## config.mk

```make
export PLATFORM = sky130hd
export DESIGN_NAME = uart_dec_sender
export DESIGN_NICKNAME = d
export VERILOG_FILES = /design/src/rtl/uart_dec_sender.sv
export SDC_FILE = /design/constraint.sdc
export NUM_CORES = 1
export LEC_CHECK = 0
export CORE_MARGIN = 4
export CORE_UTILIZATION = 63
export CTS_CLUSTER_DIAMETER = 120
export DETAILED_ROUTE_END_ITERATION = 6
export PLACE_DENSITY = 0.85
export SETUP_SLACK_MARGIN = 0.4
export SLEW_MARGIN = 20
export SYNTH_ARGS = -nofsm -noshare
export SYNTH_HDL_FRONTEND = slang
export SYNTH_SLANG_ARGS = --single-unit
```

## constraint.sdc

```tcl
create_clock -name clk_50m -period 3.7 [get_ports clk_50m]
set_input_delay 1.11 -clock clk_50m [delete_from_list [all_inputs] [get_ports clk_50m]]
set_output_delay 1.11 -clock clk_50m [all_outputs]
set_load 0.01 [all_outputs]
```

## src/rtl/uart_dec_sender.sv

```systemverilog
// Converts an 8-bit value to decimal ASCII with a sequential double-dabble
// and feeds the characters, optionally CR/LF terminated, to a UART transmitter.
module uart_dec_sender #(
  parameter bit SUPPRESS_ZEROS = 1'b1,
  parameter bit APPEND_CRLF    = 1'b1
) (
  input  logic       clk_50m,
  input  logic       clear,
  input  logic [7:0] value,
  input  logic       send,
  input  logic       tx_busy,
  output logic [7:0] tx_data,
  output logic       tx_en,
  output logic       busy,
  output logic       done
);

  typedef enum logic [2:0] {
    S_IDLE,
    S_CONV,
    S_LOAD,
    S_WAIT_ACK,
    S_WAIT_DONE,
    S_DONE
  } state_t;

  state_t      r_state, w_state_n;
  logic [7:0]  r_shift, w_shift_n;
  logic [11:0] r_bcd, w_bcd_n, w_bcd_adj;
  logic [2:0]  r_cnt, w_cnt_n;
  logic        r_conv_done, w_conv_done_n;
  logic [7:0]  r_chars [5];
  logic [7:0]  w_chars_n [5];
  logic [7:0]  w_list [5];
  logic [2:0]  w_nlist;
  logic [2:0]  r_nchars, w_nchars_n;
  logic [2:0]  r_idx, w_idx_n;
  logic [7:0]  r_tx_data, w_tx_data_n;
  logic        r_tx_en, w_tx_en_n;
  logic        r_busy, w_busy_n;
  logic        r_done, w_done_n;

  always_comb begin
    w_bcd_adj = r_bcd;
    for (int unsigned n = 0; n < 3; n++) begin
      if (r_bcd[n*4 +: 4] >= 4'd5)
        w_bcd_adj[n*4 +: 4] = r_bcd[n*4 +: 4] + 4'd3;
    end
  end

  // Character list is packed from slot 0 upward; suppressed digits simply do not claim a slot.
  always_comb begin
    w_list  = '{default: 8'h00};
    w_nlist = 3'd0;
    if (!SUPPRESS_ZEROS || (r_bcd[11:8] != 4'd0)) begin
      w_list[w_nlist] = {4'h3, r_bcd[11:8]};
      w_nlist         = w_nlist + 3'd1;
    end
    if (!SUPPRESS_ZEROS || (r_bcd[11:4] != 8'd0)) begin
      w_list[w_nlist] = {4'h3, r_bcd[7:4]};
      w_nlist         = w_nlist + 3'd1;
    end
    w_list[w_nlist] = {4'h3, r_bcd[3:0]};
    w_nlist         = w_nlist + 3'd1;
    if (APPEND_CRLF) begin
      w_list[w_nlist] = 8'h0D;
      w_nlist         = w_nlist + 3'd1;
      w_list[w_nlist] = 8'h0A;
      w_nlist         = w_nlist + 3'd1;
    end
  end

  always_comb begin
    w_state_n     = r_state;
    w_shift_n     = r_shift;
    w_bcd_n       = r_bcd;
    w_cnt_n       = r_cnt;
    w_conv_done_n = r_conv_done;
    w_chars_n     = r_chars;
    w_nchars_n    = r_nchars;
    w_idx_n       = r_idx;
    w_tx_data_n   = r_tx_data;
    w_tx_en_n     = r_tx_en;
    w_busy_n      = r_busy;
    w_done_n      = 1'b0;
    unique case (r_state)
      S_IDLE: begin
        if (send) begin
          w_shift_n     = value;
          w_bcd_n       = '0;
          w_cnt_n       = '0;
          w_conv_done_n = 1'b0;
          w_busy_n      = 1'b1;
          w_state_n     = S_CONV;
        end
      end
      // Eight shift cycles, then one more CONV cycle to latch the finished list.
      S_CONV: begin
        if (!r_conv_done) begin
          w_bcd_n       = {w_bcd_adj[10:0], r_shift[7]};
          w_shift_n     = {r_shift[6:0], 1'b0};
          w_cnt_n       = r_cnt + 3'd1;
          w_conv_done_n = (r_cnt == 3'd7);
        end else begin
          w_chars_n   = w_list;
          w_nchars_n  = w_nlist;
          w_idx_n     = '0;
          w_tx_data_n = w_list[0];
          w_state_n   = S_LOAD;
        end
      end
      S_LOAD: begin
        w_tx_data_n = r_chars[r_idx];
        if (!tx_busy) begin
          w_tx_en_n = 1'b1;
          w_state_n = S_WAIT_ACK;
        end
      end
      S_WAIT_ACK: begin
        if (tx_busy) begin
          w_tx_en_n = 1'b0;
          w_state_n = S_WAIT_DONE;
        end
      end
      S_WAIT_DONE: begin
        if (!tx_busy) begin
          if (r_idx == (r_nchars - 3'd1)) begin
            w_state_n = S_DONE;
          end else begin
            w_idx_n   = r_idx + 3'd1;
            w_state_n = S_LOAD;
          end
        end
      end
      S_DONE: begin
        w_done_n  = 1'b1;
        w_busy_n  = 1'b0;
        w_state_n = S_IDLE;
      end
      default: w_state_n = S_IDLE;
    endcase
  end

  always_ff @(posedge clk_50m or posedge clear) begin
    if (clear) begin
      r_state     <= S_IDLE;
      r_shift     <= '0;
      r_bcd       <= '0;
      r_cnt       <= '0;
      r_conv_done <= 1'b0;
      r_chars     <= '{default: 8'h00};
      r_nchars    <= '0;
      r_idx       <= '0;
      r_tx_data   <= '0;
      r_tx_en     <= 1'b0;
      r_busy      <= 1'b0;
      r_done      <= 1'b0;
    end else begin
      r_state     <= w_state_n;
      r_shift     <= w_shift_n;
      r_bcd       <= w_bcd_n;
      r_cnt       <= w_cnt_n;
      r_conv_done <= w_conv_done_n;
      r_chars     <= w_chars_n;
      r_nchars    <= w_nchars_n;
      r_idx       <= w_idx_n;
      r_tx_data   <= w_tx_data_n;
      r_tx_en     <= w_tx_en_n;
      r_busy      <= w_busy_n;
      r_done      <= w_done_n;
    end
  end

  assign tx_data = r_tx_data;
  assign tx_en   = r_tx_en;
  assign busy    = r_busy;
  assign done    = r_done;

endmodule

```

======== Yosys cells after proc, flatten, opt, wreduce, memory -nomap -nowiden ========
Cells that the tools add are included.
storage, ports and cells
  flip-flop bits (word level) ............. 84
  bits of input ports ..................... 12
  output and inout port bits .............. 11
operators by class
  mux-type cells .......................... 51
  bitwise gates (word level) .............. 11
  $lt $le $gt $ge ......................... 12
  equal/unequal tests ..................... 14
  reduce and logical (&&, ||, !) cells .... 20
  add/sub/neg operators ................... 10
operator list
  kind                                                                                 count
  8-bit demux with 3-bit select                                                        4
  40-bit bitwise mux                                                                   2
  8-bit 2-to-1 mux                                                                     9
  40-bit 2-to-1 mux                                                                    1
  3-bit 2-to-1 mux                                                                     13
  8-bit case mux with 2 select lines                                                   2
  30-bit bitwise AND                                                                   1
  30-bit inverter                                                                      1
  25-bit bitwise AND                                                                   1
  25-bit inverter                                                                      1
  8-bit binary-select mux with 3-bit select                                            1
  12-bit 2-to-1 mux                                                                    2
  12-bit case mux with 2 select lines                                                  1
  4-bit greater-or-equal comparator, second input constant                             5
  3-bit inverter with 4-bit output                                                     5
  3-bit by 1-bit adder with 3-bit output, second input constant                        6
  4-bit by 1-bit < comparator with 1-bit output, second input constant                 4
  15-bit bitwise OR                                                                    1
  3-bit case mux with 5 select lines                                                   1
  2-bit != test, second input constant                                                 7
  4-bit by 3-bit greater-or-equal comparator with 1-bit output, second input constant  3
  3-bit case mux with 2 select lines                                                   2
  10-bit bitwise OR                                                                    1
  2-bit nonzero test                                                                   5
  19 further kinds                                                                     39

======== Logic depth before layout (Yosys ltp) ========
  depth in word-level cells ............... 15
  mapped depth ............................ 7
  depth with buffers taken out ............ 6

======== Worst setup path before layout ========
Ideal clock, no wire load.
  kind .................................... input to register
  start ................................... input port send
  end ..................................... register r_bcd[11]
  path slack .............................. 1.553 ns
  data required time ...................... 3.578 ns
  path buffers ............................ 1
  stages on the path ...................... 5
  data arrival time ....................... 2.025 ns
  path through ............................ or4b_1 -> buf_2 -> nand2_4 -> o31ai_1 -> a32o_1
between the ends
  word-level cells in the longest chain between the ends .. 2
ends and longest elaborated chain
  element                               line  RTL
  from (decl)                           10    input logic send,
  2-bit != test (no source line)        -
  3-bit AND reduction (no source line)  -
  to (signal assigned)                  161   r_bcd <= w_bcd_n;
  to (decl)                             29    logic [11:0] r_bcd, w_bcd_n, w_bcd_adj;
No other way between the ends.
A chain may end at the register's enable or synchronous reset.

======== Worst setup path in the final report ========
  start ................................... input port send
  end ..................................... register r_bcd[7]
Same word-level chain as after synthesis.

==> flow_metrics.env <==
export IMPL_hold_viol_final=0
export IMPL_grt_use_total_pct=24.5
export IMPL_place_congestion=0.787
export IMPL_vias=2435
export IMPL_die_w_um=79.2
export IMPL_placed_area_sq_um=3380
export IMPL_path_max_fanout=17
export IMPL_ios=23
export IMPL_rsz0062_at_grt="false"
export IMPL_cp_end_kind="register"
export IMPL_rows=25
export IMPL_grt_antenna_before_repair=0
export IMPL_insertion_delay_ns=0.33
export IMPL_r2r_slack_ns=1.31
export IMPL_fmax_mhz=394
export IMPL_clock_skew_ns=0.00680
export IMPL_ys_types=50
export IMPL_path_cells="clkdlybuf4s50_1 > or4b_1 > buf_4 > nand2_4 > o31ai_1 > a32o_1"
export IMPL_finalInstanceArea_sq_um=3550
export IMPL_drt_antenna_violating_nets=0
export IMPL_layout_nets=352
export IMPL_yosysWarningCount=0
export IMPL_finalSetupViolCount=0
export IMPL_final_seq_area_sq_um=1500
export IMPL_p_leak_nw=1.57
export IMPL_syn_cell_area_sq_um=3200
export IMPL_cts_max_level=3
export IMPL_crit_path_start_kind="input port"
export IMPL_fillCellCount=336
export IMPL_final_core_utilization_pct=73.7
export IMPL_holdWs_ns=0.470
export IMPL_multiInputGateArea_sq_um=1510
export IMPL_dpl_worst_slack_ns=0.810
export IMPL_die_h_um=79.2
export IMPL_dp_hpwl_um=4760
export IMPL_max_slew_margin_rel_pct=40.0
export IMPL_drcViolationCount=0
export IMPL_crit_required_ns=3.92
export IMPL_layout_common_cells="60 x dfrtp_1, 37 x nand2_1, 21 x nor2_1"
export IMPL_die_area_sq_um=6280
export IMPL_min_period_over_period_pct=68.6
export IMPL_hold_path_class="register to register"
export IMPL_syn_to_final_growth_pct=11.1
export IMPL_arrival_ns=2.76
export IMPL_critPathBufInv=2
export IMPL_cts_buffers=9
export IMPL_cts_root_buf="clkbuf_8"
export IMPL_grt_pass1_wl_um=11700
export IMPL_outcome="finished clean"
export IMPL_drt_iter0_drc=175
export IMPL_cts_resized_gates=0
export IMPL_cts_tree="built"
export IMPL_fin_setup_tns_ns=0
export IMPL_slowest_delay_ns=0.48
export IMPL_layout_commonest_cell="dfrtp_1"
export IMPL_netlist_instances=316
export IMPL_finalPower_mw=3.24
export IMPL_clk_pin_slew_ns=0.06
export IMPL_worst_slew_pin_slew_ns=0.898
export IMPL_fin_crit_ns=2.54
export IMPL_dp_cells=385
export IMPL_powerDensity_nw_per_um2=913
export IMPL_grt_max_degree=33
export IMPL_async_reset_ff_share_pct=100
export IMPL_stdcell_count=399
export IMPL_seq_area_frac_synth_pct=47.0
export IMPL_synth_edff_count=0
export IMPL_drt_first_pass_iters=4
export IMPL_layout_setup_ws_ns=1.16
export IMPL_totalWireLength_um=6850
export IMPL_post_drt_wl_per_cell_um=17.2
export IMPL_port_buffers=20
export IMPL_vdd_drop_max_mv=0.439
export IMPL_grt_ovfl_total=0
export IMPL_diodes=0
export IMPL_initial_core_util_pct=66.3
export IMPL_hold_buffers=0
export IMPL_crit_type="input port to register"
export IMPL_final_max_slew_viol_count=0
export IMPL_slowest_stage="clkdlybuf4s50_1"
export IMPL_viasPerCell=6.10
export IMPL_cts_num_sinks=60
export IMPL_drive_gt1_share_pct=11.7
export IMPL_cts_buffer_depth=2
export IMPL_synth_area_per_cell_sq_um=10.1
export IMPL_path_delay_family="buffers and inverters"
export IMPL_ys_ff_latch=60
export IMPL_ys_flop_type="dfrtp_1"
export IMPL_core_area_sq_um=4820
export IMPL_post_cts_buffers=0
export IMPL_max_cap_violations=0
export IMPL_grt_pass1_vias=2452
power by group:
part           switching [mW]  total (mW)  internal (mW)  leakage, nW
clock                   0.239       0.527          0.288       0.0941
sequential              0.281        1.22          0.938        0.739
combinational           0.807        1.50          0.691        0.739
total                    1.33        3.24           1.92         1.57
cells in the mapped netlist (all sizes together), types with 6 or more instances:
library cell | count | area [sq um]
ha | 11 | 138
nand2b | 9 | 56.3
a21oi | 19 | 106
inv | 14 | 52.6
nor3b | 6 | 60.1
buf | 16 | 111
nand2 | 38 | 150
o21ai | 26 | 130
o21a | 6 | 45.0
o31ai | 6 | 45.0
mux2i | 10 | 100
nor2 | 21 | 78.8
clkbuf | 7 | 26.3
dfrtp | 60 | 1500
nand3 | 14 | 70.1
worst paths after layout:
check | to | startpoint | depth (start not counted)
min in group asynchronous | r_state[2] | clear | 2
setup / recovery | r_bcd[7] | send | 6
max in group asynchronous | r_bcd[5] | clear | 3
hold / removal | r_chars[19] | r_chars[19] | 2
setup reg to reg | tx_data[0] | r_bcd[4] | 6
hold reg to reg | r_chars[19] | r_chars[19] | 2
routing by layer:
metal	vias up	global-route usage (%)	routed length (um)
li1	1132	-	-
met1	1204	31.5	2980
met2	87	39.3	3380
met3	12	6.80	359
met4	0	9.79	132
met5	-	0	0
tightest hold or removal path, cell delays in order (launching register included):
cell	delay, ns
dfrtp_1	0.34
nand2_1	0.05
nand2_1	0.05
logic make-up (layout without fill, tap and decap cells):
family,after synthesis,count (layout),share of synthesized area (%)
AND/OR/NAND/NOR,105,105,17.1
AO/OA/AOI/OAI,77,77,15.7
flip-flops,60,60,47.0
buffers and inverters,37,52,5.95
multiplexers,19,19,7.71
adder cells (fa/ha/maj),11,11,4.31
XOR/XNOR,6,6,2.11
other,1,2,0.117
sequential cells by signal (all words and copies together) (netlist names):
register,count
r_chars,20
r_bcd,12
r_shift,8
tx_data,5
r_cnt,3
r_idx,3
r_state,3
r_nchars,2
busy,1
done,1
r_conv_done,1
tx_en,1
final cells by class:
type	count	area share, %
flip-flops and latches	60	42.3
clock inverters	2	0.282
multi-input cells	220	42.5
well taps	67	2.36
inverters	14	1.48
repair buffers	24	6.48
clock buffers	12	4.65
Power figures use the tool's default switching activity.
